### src/rtl/product_accumulator_8.sv
// Accumulates a programmed-length burst of 8-bit products into one ACC_W-bit sum.
// The sum is presented on a valid/ready output and held until the consumer accepts it.
module product_accumulator_8 #(
    parameter int unsigned ACC_W = 16,
    parameter int unsigned CNT_W = 8
) (
    input  logic             clk,
    input  logic             srst,
    input  logic             start,
    input  logic [CNT_W-1:0] len,
    input  logic             prod_valid,
    output logic             prod_ready,
    input  logic [7:0]       prod,
    output logic             busy,
    output logic             sum_valid,
    input  logic             sum_ready,
    output logic [ACC_W-1:0] sum,
    output logic             sum_ovf
);

    localparam logic [1:0] S_IDLE  = 2'd0;
    localparam logic [1:0] S_ACCUM = 2'd1;
    localparam logic [1:0] S_DONE  = 2'd2;

    logic [1:0]       r_state;
    logic [1:0]       w_state_nxt;
    logic [ACC_W-1:0] r_acc;
    logic [CNT_W-1:0] r_rem;
    logic [ACC_W-1:0] r_sum;
    logic             r_sum_ovf;
    logic             r_prod_ready;
    logic             r_busy;
    logic             r_sum_valid;
    logic             w_hs;
    logic             w_last;
    logic [ACC_W:0]   w_add;

    // r_prod_ready is high exactly in ACCUM, so it doubles as the state qualifier
    assign w_hs   = prod_valid & r_prod_ready;
    assign w_last = (r_rem == CNT_W'(1));
    assign w_add  = {1'b0, r_acc} + (ACC_W+1)'(prod);

    // Next-state decode
    always_comb begin
        w_state_nxt = r_state;
        case (r_state)
            S_IDLE: begin
                if (start) begin
                    w_state_nxt = (len != '0) ? S_ACCUM : S_DONE;
                end
            end
            S_ACCUM: begin
                if (w_hs && w_last) begin
                    w_state_nxt = S_DONE;
                end
            end
            S_DONE: begin
                if (sum_ready) begin
                    w_state_nxt = S_IDLE;
                end
            end
            default: w_state_nxt = S_IDLE;
        endcase
    end

    // State register with handshake flags registered from the next state
    always_ff @(posedge clk) begin
        if (srst) begin
            r_state      <= S_IDLE;
            r_prod_ready <= 1'b0;
            r_busy       <= 1'b0;
            r_sum_valid  <= 1'b0;
        end else begin
            r_state      <= w_state_nxt;
            r_prod_ready <= (w_state_nxt == S_ACCUM);
            r_busy       <= (w_state_nxt != S_IDLE);
            r_sum_valid  <= (w_state_nxt == S_DONE);
        end
    end

    // Accumulator, remaining counter and result registers
    always_ff @(posedge clk) begin
        if (srst) begin
            r_acc     <= '0;
            r_rem     <= '0;
            r_sum     <= '0;
            r_sum_ovf <= 1'b0;
        end else begin
            case (r_state)
                S_IDLE: begin
                    if (start) begin
                        r_sum_ovf <= 1'b0;
                        if (len != '0) begin
                            r_acc <= '0;
                            r_rem <= len;
                        end else begin
                            r_sum <= '0;
                        end
                    end
                end
                S_ACCUM: begin
                    if (w_hs) begin
                        r_acc     <= w_add[ACC_W-1:0];
                        r_sum_ovf <= r_sum_ovf | w_add[ACC_W];
                        r_rem     <= r_rem - CNT_W'(1);
                        if (w_last) begin
                            r_sum <= w_add[ACC_W-1:0];
                        end
                    end
                end
                default: ;
            endcase
        end
    end

    assign prod_ready = r_prod_ready;
    assign busy       = r_busy;
    assign sum_valid  = r_sum_valid;
    assign sum        = r_sum;
    assign sum_ovf    = r_sum_ovf;

endmodule

### config.mk
export PLATFORM = sky130hd
export DESIGN_NAME = product_accumulator_8
export DESIGN_NICKNAME = d
export VERILOG_FILES = /design/src/rtl/product_accumulator_8.sv
export SDC_FILE = /design/constraint.sdc
export NUM_CORES = 1
export LEC_CHECK = 0
export BUFFER_PORTS_ARGS = -buffer_cell sky130_fd_sc_hd__buf_2
export CELL_PAD_IN_SITES_DETAIL_PLACEMENT = 1
export CELL_PAD_IN_SITES_GLOBAL_PLACEMENT = 1
export CORE_UTILIZATION = 40
export CTS_CLUSTER_DIAMETER = 150
export CTS_CLUSTER_SIZE = 24
export DETAILED_ROUTE_END_ITERATION = 6
export PLACE_DENSITY_LB_ADDON = 0.1
export SLEW_MARGIN = 20
export SYNTH_ARGS = -nofsm -noshare
export SYNTH_HDL_FRONTEND = slang
export SYNTH_SLANG_ARGS = --single-unit
### constraint.sdc
create_clock -name clk -period 3.6 [get_ports clk]
set_input_delay 0.36 -clock clk [delete_from_list [all_inputs] [get_ports clk]]
set_output_delay 0.36 -clock clk [all_outputs]
set_load 0.05 [all_outputs]
### Yosys cells after proc, flatten, opt, wreduce, memory -nomap -nowiden

Index checks and enable logic that the tools add are counted.

* register bits after elaboration: 46
* bits of input ports: 21
* output and inout bits: 20
* word-level logic and storage cells: 51

* $add $sub $neg: 2
* eq/ne operators: 10
* mux-type cells: 21
* bitwise logic cells: 2
* reduce and logical (&&, ||, !) cells: 8

Operators by type and width (number)
* $mux W16: 7
* $pmux W16 S2: 2
* $mux W8: 3
* $add A16 B8 Y17: 1
* $pmux W8 S2: 1
* $ne A2 B2 Y1 const B: 5
* $eq A8 B1 Y1 const B: 1
* $mux W2: 4
* $reduce_bool A8 Y1: 1
* $sub A8 B1 Y8 const B: 1
* $pmux W2 S3: 1
* $reduce_and A5 Y1: 1
* $eq A2 B1 Y1 const B: 2
* $eq A2 B2 Y1 const B: 2
* $reduce_and A4 Y1: 1
* $reduce_bool A2 Y1: 2
* $reduce_and A3 Y1: 1
* $logic_not A2 Y1: 1
* $mux W1: 2
* $pmux W1 S2: 1
* $and A1 B1 Y1: 1
* $logic_and A1 B1 Y1: 1
* $or A1 B1 Y1: 1

### Longest topological paths before layout

Gate-level depths: netlist (run 1).

* word-level depth: 5
* depth in mapped cells: 10
* gate-level depth less buffers: 9

### Worst setup path before layout (run 1)

OpenSTA, ideal clock, no wires.

* path type: input to register
* start: input prod[0]
* end: register r_acc[8]
* setup time: 0.062 ns
* arrival: 2.059 ns
* required time: 3.538 ns
* slack: 1.479 ns
* stages: 9
* buffers on the path: 0
* cells stage by stage: ha_1 inv_1 fa_1 nand2b_1 a21oi_1 nor2b_1 o21a_1 or4_1 nand3_1

* word-level cells in the longest chain between the ends: 3

RTL lines
* from (decl): line 13 `input logic [7:0] prod,`
* $add A16 B8 Y17: line 41 `assign w_add = {1'b0, r_acc} + (ACC_W+1)'(prod);`
* $mux W16: line 102 `if (w_hs) begin`
* $pmux W16 S2: line 89 `case (r_state)`
* to (signal assigned): line 103 `r_acc <= w_add[ACC_W-1:0];`
* to (decl): line 27 `logic [ACC_W-1:0] r_acc;`

No other way between the ends. The select of a mux whose other input is x is not followed.
A chain may end at the register's enable or synchronous reset.

### Worst setup path in the final report (run 1)

* start: register r_state[1]
* end: register r_sum[8] (netlist: sum[8])

* word-level cells in the longest chain between the ends: 3
* elaborated cells on any way between the ends: 9
* classes of those cells: 5 x eq/ne; 1 x mux; 3 x reduce/logical

RTL lines
* from (decl): line 25 `logic [1:0] r_state;`
* from (signal assigned): line 74 `r_state <= w_state_nxt;`
* $eq A2 B1 Y1 / $logic_not A2 Y1 (equally long branches): line 89
* $ne A2 B2 Y1 (no line) / $reduce_bool A2 Y1 (equally long branches)
* $reduce_and A5 Y1 (no line)
* to (signal assigned): line 107 `r_sum <= w_add[ACC_W-1:0];`
* to (decl): line 29 `logic [ACC_W-1:0] r_sum;`

Parallel ways exist; a longest one is shown, timed or not.

==> results of run 1 <==
[stage by stage]
| stage | hold slack (ps) | utilization | cell area (um^2) | setup slack [ps] |
|---|---|---|---|---|
| floorplan | 440.0 | - | 2555 | 1479 |
| global placement | 431.6 | 0.4572 | 2755 | 1218 |
| detailed placement | 437.9 | 0.4572 | 2755 | 1166 |
| CTS | 332.7 | 0.4755 | 2865 | 1152 |
| global route | 350.7 | 0.4755 | 2865 | 970.9 |
| finish | 341.9 | 0.4755 | 2865 | 1200 |
[synth_stat cells (all sizes together) (2+ instances only)]
master  number
a21o         2
a21oi       28
a22oi        3
a311oi       2
a31oi        3
a41oi        2
and3         2
buf         11
clkbuf       8
dfxtp       46
ha          10
inv          6
nand2       43
nand2b       6
nand3       14
nand3b       8
nand4b       5
nor2        21
nor2b        4
nor3        13
nor4         2
o211ai       4
o21a         2
o21ai       22
o31ai        5
or3          3
or4          3
xnor2        6
xor2         7
[area by class of cell]
class                           count  area, um^2  area share
Tap cell                           75       93.84     0.03275
Inverter                            6       22.52    0.007860
Multi-Input combinational cell    236        1503      0.5245
Sequential cell                    46       920.9      0.3214
Timing Repair Buffer               42       215.2     0.07511
Clock buffer                        8       110.1     0.03843
[state kept, by name, summed over array words and instances (netlist names)]
signal,cells
r_state,2
sum_valid,1
sum,16
prod_ready,1
r_acc,16
sum_ovf,1
r_rem,8
busy,1
[cells in the final DEF, fill, tap and decap left out, drive strengths merged, types with 10 or more instances in the layout]
cell type,count
nor3,13
buf,42
nor2,21
a21oi,28
ha,10
o21ai,22
dfxtp,46
nand2,43
nand3,14
[worst max-delay path, stage by stage (launching register included)]
cell       delay [ps]
dfxtp_1           550
nor2b_1            90
buf_4             220
and3_1            310
a2bb2oi_4         430
nor2b_1           520
nand2_1           120
o21ai_0            90
[layer usage]
layer / routed length, um / GRT usage / share of wire
met4: 65 / 0.05965 / 0.010
met2: 3014 / 0.3554 / 0.47
met5: 0 / 0 / 0
met3: 223 / 0.04333 / 0.035
met1: 3154 / 0.2729 / 0.49
[kinds of logic after synthesis]
| kind of cell | after synthesis | synth area share |
|---|---|---|
| AOI/OAI and AO/OA | 81 | 0.2135 |
| xor gates and xnor gates | 13 | 0.04456 |
| adders and majority gates | 11 | 0.05681 |
| buffers and inverters | 25 | 0.05142 |
| DFF | 46 | 0.3604 |
| muxes | 1 | 0.003918 |
| and+or+nand+nor | 130 | 0.2693 |
[worst max path at each step]
stage | startpoint | endpoint | slack, ps | cells past startpoint
global route | r_state[1] | sum[10] | 970 | 7
global placement | len[0] | r_acc[6] | 1220 | 7
floorplan | prod[0] | r_acc[8] | 1480 | 9
detailed placement | prod[0] | r_acc[14] | 1170 | 10
finish | r_state[1] | sum[8] | 1200 | 7
CTS | r_state[1] | sum[10] | 1150 | 7
[power by group]
group,switching [W],leakage [nW],internal (W),total [W]
Sequential,0.0000161,0.373,0.000523,0.000540
Clock,0.000182,0.0575,0.000194,0.000376
Combinational,0.000116,0.730,0.0000652,0.000181
==> impl_results.md, run 1 <==
* Mapped cell area at 2555 um^2
* Syn avg cell area at 8.322 um^2
* Num Clock Sinks at 46
* Fraction of layout cells with a size suffix above 1 at 0.1893
* Post-Place Cells at 405
* Post-CTS Resized at 0
* Final Cycle Share at 0.6666
* Ys Warns at 0
* Reg clk slew, reported paths at 90 ps
* Worst-margin pin slew at 931.5 ps
* Area contributors post-synth: dfxtp_1, nand2_1, a21oi_1
* Initial drt markers at 91
* Critical path startpoint category: register
* Total track usage at 0.2121
* RR Endpoint: sum[8]
* DR vias/cell at 5.523
* Fillers at 766
* Max Cap Viol at 0
* Yosys cell types at 53
* Port buffer count at 40
* CORE AREA at 6026 um^2
* Hold_sp: sum_ready
* CP Class: register to register
* Post-DP HPWL at 4.535 mm
* CTS tree: done
* Postcts setup bufs at 0
* Main synth FF type: dfxtp_1
* Hold worst-path end: r_state[1]
* Residual DRC count at 0
* Crit end category: register
* Outcome: complete, no violations
* Clock latency at the later pin of the worst-skew pair at 300 ps
* Final ANT Viol Nets at 0
* Critical path arrival at 2630 ps
* GPL Wtd Cong at 0.8122
* N_diodes at 0
* Fin crit period at 2400 ps
* EDFF count, synth at 0
* Worst r2r src: r_state[1]
* Rel. slew slack at 0.3790
* Fin. Hold Viols at 0
* Die Wd at 81.92 um
* Hold/Removal Path Class: input port to register
* Reg2Reg Depth at 7
* Largest net degree at the start of global routing at 48
* Yosys top cell area share at 0.3604
* Leakage power at 1.160 nW
* Clk buf depth at 2
* Remaining global-route overflow at 0
* Routed wire length at 6.458 mm
* FF+latch count, synth at 46
* Nets@finish at 369
* CTS Buf Count at 5
* Fin. max-slew vios at 0
* Vias in the first global route at 2,234
* Syn Inst Count at 307
* Post-Syn Nets at 339
* Final instance count without filler cells at 413
* Unrepaired setup endpoints after global routing: no
* Min-Delay Path Depth at 3
* Cts hold-fix bufs at 0
* Ports at 41
* Rows at 28
* Chip height at 81.92 um
* Starting density of the core at 0.4240
* TNS Setup at 0 ps
* CTS H-Tree Depth at 2
* Post-synthesis sequential area ratio at 0.3604
* Clock Skews at 2.449 ps
* First-pass GRT wire length at 10.83 mm
* Root buf cell: clkbuf_8
* Max Fclk at 416.7 MHz
* Area growth from synthesis to layout at 12.15%
* Asr flop ratio synth at 0
* Initial antenna violation count at 0
* Wire per inst at 15.64 um
* Vias at 2,281
* First drt pass iteration count at 4
* VDD IR-drop max at 242.8 uV
* Worst path required time at 3830 ps
* Power Total at 0.001096 W
* Die Footprint at 6711 um^2
* Reg-to-reg slack, setup at 1200 ps
* Critical Path Fanout Max at 19
* Synth area leader: dfxtp_1
* P per Cell Area at 382.6 nW/um^2
* Setup violations, final at 0
No activity file was read; power rests on OpenSTA's default activity.
==> run 2: changes to the inputs <==
ABC_AREA = 1   (was not set)
CORE_UTILIZATION = 36   (was 40)
clock period = 2.2 ns   (was 3.6 ns; I/O delays follow)
==> impl_results.md, run 2 <==
* Outcome: complete, no violations (unchanged)
* Fillers at 966 (was 766)
* Die Wd at 88.20 um (was 81.92 um)
* Setup violations, final at 0 (unchanged)
* Main synth FF type: dfxtp_1 (unchanged)
* Area growth from synthesis to layout at 13.24% (was 12.15%)
* Rel. slew slack at 0.7476 (was 0.3790)
* Asr flop ratio synth at 0 (unchanged)
* Critical Path Fanout Max at 4 (was 19)
* Reg-to-reg slack, setup at 340 ps (was 1200 ps)
* Yosys top cell area share at 0.3442 (was 0.3604)
* N_diodes at 0 (unchanged)
* Vias at 2,604 (was 2,281)
* Critical path arrival at 2050 ps (was 2630 ps)
* Starting density of the core at 0.3708 (was 0.4240)
* Crit end category: register (unchanged)
* Hold/Removal Path Class: input port to register (unchanged)
* Vias in the first global route at 2,525 (was 2,234)
* Remaining global-route overflow at 0 (unchanged)
* First-pass GRT wire length at 11.94 mm (was 10.83 mm)
* Most frequent cells in the layout: nand2_1, dfxtp_1, inv_1 (was dfxtp_1, nand2_1, buf_2)
* Chip height at 88.20 um (was 81.92 um)
* Largest net degree at the start of global routing at 37 (was 48)
* Final Cycle Share at 0.8463 (was 0.6666)
* DRT met1 WL at 3.450 mm (was 3.154 mm)
* Max Cap Viol at 0 (unchanged)
* Clk buf depth at 2 (unchanged)
* Nets@finish at 457 (was 369)
* Commonest non-fill, non-tap cell in the layout: nand2_1 (was dfxtp_1)
* Postcts setup bufs at 0 (unchanged)
* Cts hold-fix bufs at 0 (unchanged)
* Critical Path Start: r_acc[0] (was r_state[1])
* Synth area leader: dfxtp_1 (unchanged)
* Port buffer count at 40 (unchanged)
* Post-CTS Resized at 0 (unchanged)
* Total track usage at 0.1965 (was 0.2121)
* First drt pass iteration count at 4 (unchanged)
* Syn Inst Count at 386 (was 307)
* TNS Setup at 0 ps (unchanged)
* Ys Warns at 0 (unchanged)
* Area contributors post-synth: dfxtp_1, nand2_1, a21oi_1 (unchanged)
* Reg2Reg Depth at 11 (was 7)
* CTS tree: done (unchanged)
* P per Cell Area at 635.4 nW/um^2 (was 382.6 nW/um^2)
* Root buf cell: clkbuf_8 (unchanged)
* Leakage power at 1.449 nW (was 1.160 nW)
* FF+latch count, synth at 46 (unchanged)
* Syn avg cell area at 6.930 um^2 (was 8.322 um^2)
* Clock Skews at 8.448 ps (was 2.449 ps)
* Final ANT Viol Nets at 0 (unchanged)
* Reg clk slew, reported paths at 100 ps (was 90 ps)
* Routed wire length at 7.054 mm (was 6.458 mm)
* VDD IR-drop max at 250.9 uV (was 242.8 uV)
* EDFF count, synth at 0 (unchanged)
* Met2 wire len at 3.411 mm (was 3.014 mm)
* RR Endpoint: sum[12] (was sum[8])
* Residual DRC count at 0 (unchanged)
* Fin crit period at 1862 ps (was 2400 ps)
* Crit path setup slack, layout at 338.2 ps (was 1200 ps)
* Rows at 31 (was 28)
* Initial drt markers at 62 (was 91)
* Worst path required time at 2390 ps (was 3830 ps)
* Worst-margin pin slew at 374.7 ps (was 931.5 ps)
* Place WS at 336.6 ps (was 1166 ps)
* Most frequent cell after synthesis: nand2_1 (was dfxtp_1)
* Post-DP HPWL at 5.321 mm (was 4.535 mm)
* DR vias/cell at 4.960 (was 5.523)
* Max Fclk at 537.1 MHz (was 416.7 MHz)
* Ports at 41 (unchanged)
* Num Clock Sinks at 46 (unchanged)
* Metal3 WL at 152 um (was 223 um)
* Fin. max-slew vios at 0 (unchanged)
* Setup crit end: sum[12] (was sum[8])
* Wire per inst at 13.44 um (was 15.64 um)
* CORE AREA at 7214 um^2 (was 6026 um^2)
* CP Class: register to register (unchanged)
* Critical path startpoint category: register (unchanged)
* Unrepaired setup endpoints after global routing: no (unchanged)
* Die Footprint at 7779 um^2 (was 6711 um^2)
* Clock latency at the later pin of the worst-skew pair at 310 ps (was 300 ps)
* Initial antenna violation count at 0 (unchanged)
* GPL Wtd Cong at 0.7813 (was 0.8122)
* Fraction of layout cells with a size suffix above 1 at 0.1901 (was 0.1893)
* Fin. Hold Viols at 0 (unchanged)
* Yosys cell types at 33 (was 53)
* CTS H-Tree Depth at 2 (unchanged)
* Top cells by count, synth: nand2_1, dfxtp_1, inv_1 (was dfxtp_1, nand2_1, a21oi_1)
* Worst r2r src: r_acc[0] (was r_state[1])
* Top Layer Used: met4 (unchanged)
* Post-Syn Nets at 418 (was 339)
* Post-synthesis sequential area ratio at 0.3442 (was 0.3604)
* Mapped cell area at 2675 um^2 (was 2555 um^2)
* CTS Buf Count at 5 (unchanged)
==> run 2: logic make-up after synthesis <==
group	synth area share
flip-flops	0.3442
AND/OR/NAND/NOR	0.2685
adder cells (fa/ha/maj)	0.05426
buffers and inverters	0.1113
AO/OA/AOI/OAI	0.2217
==> run 2: worst min path at each step <==
stage | startpoint | to | slack [ps] | cells past startpoint
finish | srst | r_rem[4] | 190 | 2
global route | start | sum_ovf | 210 | 4
CTS | srst | r_rem[4] | 190 | 2
detailed placement | sum_ovf | sum_ovf | 460 | 2
global placement | sum_ovf | sum_ovf | 450 | 2
floorplan | start | sum_ovf | 380 | 3
==> run 2: final cells by class <==
class / count / area [um^2] / share of cell area
Multi-Input combinational cell: 277 / 1456 / 0.4808
Sequential cell: 46 / 920.9 / 0.3040
Timing Repair Buffer: 46 / 245.2 / 0.08096
Inverter: 49 / 188.9 / 0.06237
Tap cell: 99 / 123.9 / 0.04089
Clock buffer: 5 / 68.82 / 0.02272
Clock inverter: 3 / 25.02 / 0.008261
==> run 2: power by group <==
group	internal, W	switching [W]	total, W
Sequential	0.000880	0.0000444	0.000925
Combinational	0.000146	0.000291	0.000438
Clock	0.000230	0.000332	0.000562
Total	0.00126	0.000668	0.00192
==> run 2: metal layers <==
| metal | vias up | track usage |
|---|---|---|
| met3 | 5 | 0.03393 |
| met2 | 29 | 0.3497 |
| met5 | - | 0 |
| li1 | 1352 | - |
| met4 | 0 | 0.02639 |
| met1 | 1218 | 0.2533 |
==> run 2: worst max-delay path, stage by stage, from the launching register on <==
cell     delay (ps)
dfxtp_1         350
ha_1            170
inv_1            60
fa_1            350
inv_1           120
nand3_1          90
nand3_1         140
nand2_1          90
nand2_1         120
nand3_1          80
nand3_1         110
a21oi_1          80
==> run 2: metrics by stage <==
stage	power, W	utilization	hold WS, ps	std cells	area (um^2)
after global placement	0.001374	0.4069	452.2	517	2935
after CTS	0.001955	0.4199	186.5	525	3029
after global routing	0.002058	0.4199	206.1	525	3029
final	0.001925	0.4199	192.1	525	3029
after floorplan	0.001274	-	383.0	386	2675
after detailed placement	0.001384	0.4069	459.8	517	2935
==> run 3: changes to the inputs <==
CORE_UTILIZATION = 40   (was 36)
clock period = 1.9 ns   (was 2.2 ns; I/O delays follow)
==> impl_results.md, run 3 (synthesized netlist as in run 2, its figures left out) <==
* P per Cell Area at 768.5 nW/um^2 (was 635.4 nW/um^2)
* CORE AREA at 6386 um^2 (was 7214 um^2)
* Max Cap Viol at 0 (unchanged)
* Grt met2 use at 0.3865 (was 0.3497)
* CTS tree: done (unchanged)
* GR Layer Usage met1 at 0.2861 (was 0.2533)
* Most frequent cells in the layout: nand2_1, dfxtp_1, inv_1 (unchanged)
* Port buffer count at 40 (unchanged)
* Outcome: complete, no violations (unchanged)
* Postcts setup bufs at 0 (unchanged)
* Num Clock Sinks at 46 (unchanged)
* Place WS at 47.52 ps (was 336.6 ps)
* Vias at 2,613 (was 2,604)
* Worst-margin pin slew at 580.8 ps (was 374.7 ps)
* Largest stage delay, worst path at 340 ps (was 350 ps)
* Post-CTS Resized at 0 (unchanged)
* Fraction of layout cells with a size suffix above 1 at 0.2014 (was 0.1901)
* Final Core Density at 0.4779 (was 0.4199)
* CTS Buf Count at 5 (unchanged)
* Area growth from synthesis to layout at 14.08% (was 13.24%)
* Ports at 41 (unchanged)
* Crit end category: register (unchanged)
* Vias in the first global route at 2,688 (was 2,525)
* Critical path arrival at 2010 ps (was 2050 ps)
* Starting density of the core at 0.4189 (was 0.3708)
* Fin crit period at 1779 ps (was 1862 ps)
* Wire per inst at 14.49 um (was 13.44 um)
* Remaining global-route overflow at 0 (unchanged)
* Rows at 29 (was 31)
* Die Footprint at 7019 um^2 (was 7779 um^2)
* Crit path setup slack, layout at 121.3 ps (was 338.2 ps)
* Routed wire length at 7.302 mm (was 7.054 mm)
* Final Cycle Share at 0.9362 (was 0.8463)
* First-pass GRT wire length at 12.54 mm (was 11.94 mm)
* Routing usage on met3 at 0.02967 (was 0.03393)
* Crit path top cell by count: a21oi_1 (was nand3_1)
* CP max-delay cell: dfxtp_1 (unchanged)
* First drt pass iteration count at 4 (unchanged)
* Fin. Hold Viols at 0 (unchanged)
* Residual DRC count at 0 (unchanged)
* GPL Wtd Cong at 0.8103 (was 0.7813)
* Largest net degree at the start of global routing at 37 (unchanged)
* Initial antenna violation count at 0 (unchanged)
* Fin. max-slew vios at 0 (unchanged)
* Die Wd at 83.78 um (was 88.20 um)
* Critical Path Fanout Max at 5 (was 4)
* Total track usage at 0.2197 (was 0.1965)
* Clk buf depth at 2 (unchanged)
* Fillers at 853 (was 966)
* Initial drt markers at 103 (was 62)
* Commonest non-fill, non-tap cell in the layout: nand2_1 (unchanged)
* Nets@finish at 458 (was 457)
* Leakage power at 1.468 nW (was 1.449 nW)
* CTS H-Tree Depth at 2 (unchanged)
* Critical path startpoint category: register (unchanged)
* Reg clk slew, reported paths at 90 ps (was 100 ps)
* DR vias/cell at 5.185 (was 4.960)
* Root buf cell: clkbuf_8 (unchanged)
* Post-DP HPWL at 5.533 mm (was 5.321 mm)
* Rel. slew slack at 0.6124 (was 0.7476)
* Hold Slack at 158.2 ps (was 192.1 ps)
* Clock Skews at 10.21 ps (was 8.448 ps)
* Max Fclk at 562.2 MHz (was 537.1 MHz)
* Worst path required time at 2130 ps (was 2390 ps)
* Crit-path cells: ha_1 -> or2_1 -> nand3_1 -> nand2_1 -> a21oi_1 -> o21ai_0 -> buf_4 -> a21oi_1 (was ha_1 -> inv_1 -> fa_1 -> inv_1 -> nand3_1 -> nand3_1 -> nand2_1 -> nand2_1 -> nand3_1 -> nand3_1 -> a21oi_1)
* Most Crowded Layer GR: met2 (unchanged)
* CP Class: register to register (unchanged)
* Chip height at 83.78 um (was 88.20 um)
* Clock latency at the later pin of the worst-skew pair at 300 ps (was 310 ps)
* Cts hold-fix bufs at 0 (unchanged)
* Hold/Removal Path Class: input port to register (unchanged)
* VDD IR-drop max at 370.6 uV (was 250.9 uV)
* N_diodes at 0 (unchanged)
* Setup violations, final at 0 (unchanged)
* Final ANT Viol Nets at 0 (unchanged)
==> run 3: final timing paths <==
| path | start | endpoint | slack (ps) | cells after the start |
|---|---|---|---|---|
| setup / recovery | r_acc[2] | sum[7] | 120 | 8 |
| hold / removal | srst | r_rem[5] | 160 | 2 |
| setup reg to reg | r_acc[2] | sum[7] | 120 | 8 |
| hold reg to reg | sum_ovf | sum_ovf | 450 | 2 |
==> run 3: final cells by class <==
type                            count  area, um^2  share of cell area
Clock buffer                        6       72.57             0.02378
Tap cell                           77       96.34             0.03157
Clock inverter                      2       37.54             0.01230
Sequential cell                    46       922.1              0.3022
Inverter                           49       188.9             0.06191
Timing Repair Buffer               47       265.3             0.08692
Multi-Input combinational cell    277        1469              0.4813
==> run 3: critical path, delay by kind of cell, from the launching register on <==
family / cells / cell delay [ps]
and+or+nand+nor: 3 / 480
buffers and inverters: 1 / 160
DFF: 1 / 340
AOI/OAI and AO/OA: 3 / 380
adders and majority gates: 1 / 340
==> run 3: layer usage <==
layer	routed length [um]	part of all wire	up-vias
met3	134	0.018	5
li1	-	-	1343
met4	60	0.0082	0
met1	3498	0.48	1238
met2	3608	0.49	27
met5	0	0	-
==> run 3: metrics by stage <==
step                TNS (ps)  power, W  instances  area (um^2)
floorplan                  0  0.001475        386         2675
global placement           0  0.001592        496         2928
detailed placement         0  0.001612        496         2928
CTS                        0  0.002366        504         3038
global route          -37.96  0.002485        504         3052
finish                     0  0.002345        504         3052
==> run 3: where the power goes <==
part / internal [W] / leakage [nW] / switching (W)
clock network: 0.000393 / 0.0514 / 0.000357
logic: 0.000177 / 1.04 / 0.000344
registers: 0.00102 / 0.376 / 0.0000543
